## src/rtl/ms_sample_scheduler.sv

```systemverilog
`default_nettype none
// +--------------------------------------------------------------------------+
// | ms_sample_scheduler: 1 kHz tick sync, ms timestamp, periodic sample req;  |
// | optional timeout via SAMPLE_TIMEOUT_EN.  Revision 1.0                     |
// +--------------------------------------------------------------------------+
module ms_sample_scheduler #(
  parameter int unsigned PERIOD_MS  = 10,
  parameter int unsigned TIMEOUT_MS = 5
) (
  input  logic        CLK_1MHZ_IN,
  input  logic        RESET,
  input  logic        CLK_1KHZ_IN,
  input  logic        SAMPLE_ACK,
  output logic        TICK_1KHZ,
  output logic [31:0] TIMESTAMP_MS,
  output logic        SAMPLE_REQ,
  output logic [31:0] SAMPLE_TS,
  output logic [7:0]  MISSED_COUNT,
  output logic        TIMEOUT_FLAG
);

  localparam logic [0:0]  S_IDLE     = 1'b0;
  localparam logic [0:0]  S_REQ      = 1'b1;
  localparam logic [15:0] PHASE_LAST = 16'(PERIOD_MS - 1);

  if (PERIOD_MS < 1 || PERIOD_MS > 65535) begin : g_bad_period
    $error("PERIOD_MS out of range 1..65535");
  end
  if (TIMEOUT_MS < 1 || TIMEOUT_MS > 255) begin : g_bad_timeout
    $error("TIMEOUT_MS out of range 1..255");
  end

  logic        s1_q, s1_d, s2_q, s2_d, s3_q, s3_d;
  logic        tick_q, tick_d;
  logic [31:0] timestamp_q, timestamp_d;
  logic [15:0] phase_q, phase_d;
  logic [0:0]  state_q, state_d;
  logic [31:0] sample_ts_q, sample_ts_d;
  logic [7:0]  missed_q, missed_d;
  logic        period_evt;
  logic        timeout_hit;

  // State register
  always_ff @(posedge CLK_1MHZ_IN) begin
    if (RESET) begin
      s1_q        <= 1'b0;
      s2_q        <= 1'b0;
      s3_q        <= 1'b0;
      tick_q      <= 1'b0;
      timestamp_q <= 32'd0;
      phase_q     <= 16'd0;
      state_q     <= S_IDLE;
      sample_ts_q <= 32'd0;
      missed_q    <= 8'd0;
    end else begin
      s1_q        <= s1_d;
      s2_q        <= s2_d;
      s3_q        <= s3_d;
      tick_q      <= tick_d;
      timestamp_q <= timestamp_d;
      phase_q     <= phase_d;
      state_q     <= state_d;
      sample_ts_q <= sample_ts_d;
      missed_q    <= missed_d;
    end
  end

  // The divided clock is plain data: two-flop sync plus one flop for edge detect.
  always_comb begin
    s1_d        = CLK_1KHZ_IN;
    s2_d        = s1_q;
    s3_d        = s2_q;
    tick_d      = s2_q & ~s3_q;
    timestamp_d = timestamp_q;
    phase_d     = phase_q;
    period_evt  = 1'b0;
    if (tick_q) begin
      timestamp_d = timestamp_q + 32'd1;
      if (phase_q == PHASE_LAST) begin
        phase_d    = 16'd0;
        period_evt = 1'b1;
      end else begin
        phase_d = phase_q + 16'd1;
      end
    end
  end

`ifdef SAMPLE_TIMEOUT_EN
  localparam logic [7:0] TIMEOUT_CNT = 8'(TIMEOUT_MS);

  logic [7:0] to_cnt_q, to_cnt_d;
  logic       flag_q, flag_d;

  always_ff @(posedge CLK_1MHZ_IN) begin
    if (RESET) begin
      to_cnt_q <= 8'd0;
      flag_q   <= 1'b0;
    end else begin
      to_cnt_q <= to_cnt_d;
      flag_q   <= flag_d;
    end
  end

  // Held at zero in IDLE so every request starts its timeout window fresh.
  always_comb begin
    to_cnt_d    = to_cnt_q;
    flag_d      = flag_q;
    timeout_hit = 1'b0;
    if (state_q == S_IDLE) begin
      to_cnt_d = 8'd0;
    end else if (tick_q) begin
      to_cnt_d = to_cnt_q + 8'd1;
      if (to_cnt_d == TIMEOUT_CNT && !SAMPLE_ACK) begin
        timeout_hit = 1'b1;
        flag_d      = 1'b1;
      end
    end
  end

  assign TIMEOUT_FLAG = flag_q;
`else
  assign timeout_hit  = 1'b0;
  assign TIMEOUT_FLAG = 1'b0;
`endif

  // Next-state logic
  always_comb begin
    state_d = state_q;
    case (state_q)
      S_IDLE:  if (period_evt) state_d = S_REQ;
      S_REQ:   if (SAMPLE_ACK || timeout_hit) state_d = S_IDLE;
      default: state_d = S_IDLE;
    endcase
  end

  // A period event while a request is outstanding is always a miss, even if
  // the same cycle completes that request.
  always_comb begin
    sample_ts_d = sample_ts_q;
    missed_d    = missed_q;
    if (state_q == S_IDLE && period_evt) begin
      sample_ts_d = timestamp_d;
    end
    if (state_q == S_REQ && period_evt && missed_q != 8'hFF) begin
      missed_d = missed_q + 8'd1;
    end
  end

  assign TICK_1KHZ    = tick_q;
  assign TIMESTAMP_MS = timestamp_q;
  assign SAMPLE_REQ   = (state_q == S_REQ);
  assign SAMPLE_TS    = sample_ts_q;
  assign MISSED_COUNT = missed_q;

endmodule
`default_nettype wire

```

## config.mk

```make
export PLATFORM = sky130hd
export DESIGN_NAME = ms_sample_scheduler
export DESIGN_NICKNAME = d
export VERILOG_FILES = /design/src/rtl/ms_sample_scheduler.sv
export SDC_FILE = /design/constraint.sdc
export NUM_CORES = 1
export LEC_CHECK = 0
export BUFFER_PORTS_ARGS = -buffer_cell sky130_fd_sc_hd__buf_4
export CAP_MARGIN = 20
export CORE_UTILIZATION = 59
export DETAILED_ROUTE_END_ITERATION = 12
export GPL_TIMING_DRIVEN = 0
export MAX_ROUTING_LAYER = met4
export PLACE_DENSITY = 0.81
export SYNTH_ARGS = -nofsm -noshare
export SYNTH_HDL_FRONTEND = slang
export SYNTH_SLANG_ARGS = --single-unit
```

## constraint.sdc

```tcl
create_clock -name CLK_1MHZ_IN -period 4.31 [get_ports CLK_1MHZ_IN]
set_clock_uncertainty 0.1 [all_clocks]
set_input_delay 0.2155 -clock CLK_1MHZ_IN [delete_from_list [all_inputs] [get_ports CLK_1MHZ_IN]]
set_output_delay 0.2155 -clock CLK_1MHZ_IN [all_outputs]
set_load 0.005 [all_outputs]
```

==> results of run 1 <==
[cell usage after synthesis (all sizes together)]
master | instances | share of area
dfxtp | 93 | 0.47
nor2 | 91 | 0.087
a211oi | 33 | 0.093
xnor2 | 25 | 0.056
xor2 | 21 | 0.047
nand4 | 20 | 0.036
buf | 16 | 0.029
nand2 | 14 | 0.013
nand3 | 14 | 0.019
and3 | 11 | 0.017
nor3 | 10 | 0.013
and4 | 8 | 0.018
inv | 8 | 0.0076
clkbuf | 7 | 0.0067
a21oi | 6 | 0.0076
or3 | 5 | 0.0079
ha | 4 | 0.013
mux2i | 4 | 0.010
nor2b | 4 | 0.0063
nor4 | 4 | 0.012
o21ai | 4 | 0.0051
and2 | 3 | 0.0048
nand2b | 3 | 0.0048
nor4b | 3 | 0.0067
or2 | 2 | 0.0032
and2b | 1 | 0.0019
conb | 1 | 0.00095
nand4b | 1 | 0.0022
[power by group through the flow]
stage / sequential (µW) / combinational (µW) / clock [µW]
2_1_floorplan: 882 / 19.1 / 0
3_3_place_gp: 883 / 29.0 / 0
3_5_place_dp: 883 / 29.5 / 0
4_1_cts: 863 / 31.3 / 511
5_1_grt: 863 / 33.8 / 548
6_report: 863 / 31.2 / 504
[registers in the layout (all words and copies together), names as in the netlist]
register and count:
MISSED_COUNT 8, SAMPLE_REQ 1, SAMPLE_TS 32, TICK_1KHZ 1
TIMESTAMP_MS 32, phase_q 16, s1_q 1, s2_q 1
s3_q 1
[critical path: stages (launching register included)]
cell and delay, ps:
dfxtp_1 410, ha_1 170, nor4b_1 220, and4_1 240, buf_4 150, or2_2 110
clkbuf_1 270, buf_2 280, nor2_1 80
[worst max-delay path by stage]
stage	start	to	slack, ps
after global placement	phase_q[0]	phase_q[9]	2230
after detailed placement	phase_q[0]	phase_q[0]	2220
final	phase_q[0]	phase_q[0]	2170
after floorplan	phase_q[1]	SAMPLE_TS[2]	2480
after CTS	phase_q[0]	phase_q[0]	2160
after global routing	phase_q[0]	phase_q[0]	1960
[layout by cell type (no fill, tap or decap), types with 11 or more instances in the layout]
master	count
a211oi_2	24
buf_4	85
xor2_1	21
nand2_1	14
nand3_1	13
nor2_1	91
nand4_1	19
dfxtp_1	93
xnor2_1	25
and3_1	11
[layout make-up]
cell class / instances / share of cell area
clock buffer: 13 / 0.0310
clock inverter: 2 / 0.00209
inverter: 8 / 0.00626
multi-input combinational: 292 / 0.398
tap: 77 / 0.0201
buffer: 23 / 0.0297
timing repair buffer: 79 / 0.125
sequential: 93 / 0.388
[what timing repair did]
action                    in CTS  in global routing
hold buffers                   2                  0
buffers inserted               0                  0
hold endpoints to repair       2                  0
[per-stage QoR]
step                instances  setup WS, ps
floorplan                 416          2480
global placement          570          2230
detailed placement        570          2220
CTS                       587          2160
global route              587          1960
finish                    587          2170
[kinds of logic (layout without fill, tap and decap cells)]
logic type      after synthesis  after routing
mux                           4              4
other cells                   1              1
compound gates               43             43
buf+inv                      31            125
flops                        93             93
fa+ha+maj                     4              4
simple gates                194            194
xor+xnor                     46             46
[routing by layer]
layer | global-route usage | part of all wire | wire length [µm]
met3 | 0.0406 | 0.057 | 492
met5 | - | 0 | 0
met1 | 0.313 | 0.43 | 3730
met2 | 0.432 | 0.49 | 4210
met4 | 0.119 | 0.019 | 167
==> results.md, run 1 <==
* Count of antenna-violating nets left after detailed routing at 0
* Unique cell type count in the Yosys netlist at 37
* Worst setup slack for register-to-register paths at between 2000 and 2500 ps
* Max-slew headroom at 0.516
* Post-route fraction of the period consumed by the critical path at 0.497
* Post-synthesis instance total at 416
* Critical path data arrival time at about 2300 ps
* Seq. cell area at 0.00186 mm²
* Max Root-Sink Buffers at 2
* Synth Area in Simple Gates at 0.252
* Launch instance of the worst min-delay path: SAMPLE_ACK
* Number of synthesized register bits at between 90 and 100
* Antenna cell count at 0
* Antenna violations before repair at 0
* Pins over their slew limit at 0
* Proportion of power drawn by flip-flops and latches at 0.617
* Final layout net count at a little over 500
* Number of DRC markers in iteration 0 at ~150
* Hold Fails Final Rpt at 0
* Hold-critical path depth at 3
* Area of combinational cells with multiple inputs at 0.00191 mm²
* Final Util at 0.751
* Launch point of the worst reg-to-reg path: phase_q[0]
* Fraction of the mapped netlist area in compound gates at 0.106
* Insertion delay of the later-clocked pin in the worst-skew pair at 360 ps
* Syn_nets at between 400 and 500
* Finish-stage setup viols at 0
* Post-Syn Area at 0.00395 mm²
* Average footprint of a synthesized cell at around 9.5 µm²
* Synth-to-Final Area Change at 21.6%
* Global-route total usage across every layer at 0.261
* Fraction of the mapped netlist area in adder cells at 0.0127
* Transition at the pin with the smallest max-transition slack at 727 ps
* Min cycle time layout at between 2000 and 2500 ps
* Total clock buffers created by CTS at 9
* H-tree lvl count at 3
* First-pass GRT wire length at 14.3 mm
* Critical path startpoint category: flop
* CP required at ~4500 ps
* Placed instance area at 0.00462 mm²
* Unrepaired setup endpoints after global routing: no
* Vias per inst at 5.61
* Largest net degree at the start of global routing at 14
* Ratio of cells with drive above 1 in the final layout at 0.263
* Result of the run: complete, no violations
* Total Neg Setup Slack at 0 ps
* Number of fillers in the final layout at 489
* Classification of the worst-slack hold path: in2reg
* Classification of the worst setup path: reg2reg
* End of the worst register-to-register path: phase_q[0]
* Pwr Density at 291 mW/mm²
* Via count of the first global-routing pass at roughly 3100
* MaxCap Viol Count at 0
* Clock-pin transition on the worst setup and hold timing paths at ~80 ps
* Fraction of the yosys area taken by sequential cells at 0.472
* Highest net fanout along the worst path at 10
* Static leakage at 0.00186 µW
* Share of power burned in the clock network at 0.361
* I/O Buffers at 77
* Maximum clock frequency at between 400 and 500 MHz
* DIE HEIGHT at approximately 84 µm
* Number of detailed-route iterations in the first pass at 4
* Mux share of post-synthesis cell area at 0.0101
* Net switching power of the design at about 310 µW
* Switching power as a share of total power at 0.219
* Final global-route overflow total at 0
* Number of instances resized during post-cts repair at 0
* Count of vias placed by the detailed router at 3292
* CTS root buffer: clkbuf_8
* Remaining DRCs at 0
* Post-detail-place hpwl at 6.13 mm
* Fraction of power consumed by combinational cells at 0.022
* Highest ir drop seen on vdd at 0.198 mV
* X dimension of the die at about 84 µm
* Core footprint at 0.00639 mm²
* Final-layout worst hold slack at around 39 ps
* Combinational family with the most area after synthesis: simple AND/OR/NAND/NOR gates
* Post-route cell area at 0.00480 mm²
* Sink count of the clock tree at 93
* Internal power component at 1090 µW
* Row count at 29
* Final routed wirelength across all metal layers at 8.59 mm
* Final weighted congestion of routability-driven global placement at 0.828
* Worst reg-to-reg path cell count at 8
* Final Total Pwr at roughly 1400 µW
* Parity-gate share of the synthesized area counting xor and xnor cells at 0.102
* I/O Pins at about 80
* Yosys Warn Count at 0
* Hold endpoint: SAMPLE_REQ
* Area enclosed by the die boundary at between 0.007 and 0.008 mm²
* Post-DR wirelength/cell at about 15 µm
* Worst setup EP type: flop
* Initial core utilization at 0.618
* TritonCTS clock tree: done
Note: power is estimated with default switching activity, not from simulation.
==> run 2, diff against run 1 <==
CORE_UTILIZATION = 54   (was 59)
PLACE_DENSITY = 0.75   (was 0.81)
clock period = 2.15 ns   (was 4.31 ns; I/O delays follow)
==> results.md, run 2 (synthesis gave the netlist of run 1 again) <==
* Classification of the worst-slack hold path: reg2reg
* Post-Place Cells at 589
* Initial core utilization at 0.571
* Row count at 30
* Unrepaired setup endpoints after global routing: no
* Max Root-Sink Buffers at 2
* Max-slew headroom at 0.490
* Critical path startpoint category: flop
* Highest net fanout along the worst path at 10
* Final layout net count at 514
* Antenna violations before repair at 0
* Worst path cell trace: inv_1 > ha_1 > nor4b_2 > and4_1 > buf_4 > and2b_1 > buf_6 > buf_4 > a211oi_1
* X dimension of the die at 87.5 µm
* I/O Buffers at between 70 and 80
* End of the worst register-to-register path: SAMPLE_TS[28]
* Highest ir drop seen on vdd at 0.460 mV
* Largest net degree at the start of global routing at 15
* CP required at 2310 ps
* Placed instance area at 0.00464 mm²
* Worst setup slack for register-to-register paths at 120 ps
* Insertion delay of the later-clocked pin in the worst-skew pair at 360 ps
* Launch point of the worst reg-to-reg path: phase_q[1]
* Antenna cell count at 0
* Number of detailed-route iterations in the first pass at 4
* Sink count of the clock tree at 93
* Synth-to-Final Area Change at 24.5%
* Number of DRC markers in iteration 0 at between 100 and 150
* Hold Fails Final Rpt at 0
* Area enclosed by the die boundary at 0.00765 mm²
* Global-route total usage across every layer at 0.237
* Commonest cells after routing, fill and taps aside: 92 x dfxtp_1, 91 x nor2_1, 85 x buf_4, 25 x xnor2_1, 24 x a211oi_2
* Maximum clock frequency at 492 MHz
* Min cycle time layout at slightly above 2000 ps
* Result of the run: complete, no violations
* Final weighted congestion of routability-driven global placement at between 0.8 and 0.9
* Slowest CP cell: dfxtp_1
* Final routed wirelength across all metal layers at between 8 and 9 mm
* Pwr Density at 640 mW/mm²
* Leading cell type in the layout, fill and taps excluded: dfxtp_1
* Critical path data arrival time at 2200 ps
* First-pass GRT wire length at 13.5 mm
* Count of antenna-violating nets left after detailed routing at 0
* Clock-pin transition on the worst setup and hold timing paths at 90 ps
* I/O Pins at 79
* Post-Layout Cell Count at approximately 610
* Critical Path Most Common Cell: buf_4
* Post-detail-place hpwl at around 6.1 mm
* Post-placement worst setup slack at -9.84 ps
* Total clock buffers created by CTS at 9
* MaxCap Viol Count at 0
* Largest stage delay, worst path at 380 ps
* CTS root buffer: clkbuf_8
* TritonCTS clock tree: done
* Total Neg Setup Slack at 0 ps
* Launch instance of the worst min-delay path: s3_q
* Ratio of cells with drive above 1 in the final layout at 0.271
* Finish-stage setup viols at 0
* Worst Path Buf+Inv at 4
* Static leakage at 0.00190 µW
* Via count of the first global-routing pass at 2911
* Setup ws final at about 120 ps
* Transition at the pin with the smallest max-transition slack at between 700 and 800 ps
* Worst setup EP type: flop
* Final global-route overflow total at 0
* Final Util at 0.711
* DIE HEIGHT at 87.5 µm
* Hold endpoint: TICK_1KHZ
* Post-DR wirelength/cell at 14.1 µm
* Count of vias placed by the detailed router at between 3000 and 4000
* Worst reg-to-reg path cell count at 9
* Cell type group with the largest total delay on the critical path: buffers and inverters
* Classification of the worst setup path: reg2reg
* Vias per inst at around 5.3
* Post-route cell area at 0.00491 mm²
* Hold-critical path depth at 1
* Pins over their slew limit at 0
* H-tree lvl count at 3
* Number of fillers in the final layout at 582
* Remaining DRCs at 0
* Core footprint at 0.00691 mm²
* Post-route fraction of the period consumed by the critical path at 0.945
==> run 2: worst max-delay path by stage <==
stage                           from       endpoint  slack, ps  cells past startpoint
after floorplan           phase_q[1]   SAMPLE_TS[2]        320                      9
final                     phase_q[1]  SAMPLE_TS[28]        120                      9
after global routing      phase_q[1]   SAMPLE_TS[1]          5                      9
after global placement    phase_q[0]     phase_q[2]         30                      8
after detailed placement  phase_q[0]     phase_q[7]        -10                      8
after CTS                 phase_q[1]   SAMPLE_TS[9]         20                     10
==> run 2: per-layer routing <==
layer	global-route usage	part of all wire
met3	0.0474	0.044
met4	0.110	0.021
met2	0.375	0.48
met5	-	0
met1	0.290	0.46
==> run 2: final cells by class <==
class	count	area [µm²]	area share
sequential	93	1860	0.379
clock buffer	10	128	0.0260
clock inverter	5	100	0.0204
tap	96	120	0.0245
inverter	8	30.0	0.00611
multi-input combinational	292	1920	0.390
timing repair buffer	80	608	0.124
buffer	22	145	0.0296
==> run 2: what timing repair did <==
item                       4_1_cts  5_1_grt
resized for setup                2        2
setup buffers                    0        0
setup endpoints to repair       20       42
hold endpoints to repair         4        0
hold buffers                     3        0
==> run 2: through the flow <==
step	hold WS (ps)	total power [µW]
floorplan	86.6	1810
finish	293	3140
detailed placement	224	1830
global placement	225	1830
global route	302	3230
CTS	293	3160
==> run 2: worst reg2reg max path, stage by stage (launching register included) <==
cell	delay, ps
dfxtp_1	380
inv_1	60
ha_1	170
nor4b_2	150
and4_1	200
buf_4	160
and2b_1	170
buf_6	140
buf_4	190
a211oi_1	230
==> run 2: power breakdown <==
part | total (µW) | internal (µW) | switching (µW) | leakage [µW]
sequential | 1730 | 1730 | 3.92 | 0.000750
clock | 1350 | 763 | 585 | 0.000116
combinational | 64.3 | 21.4 | 42.9 | 0.00104
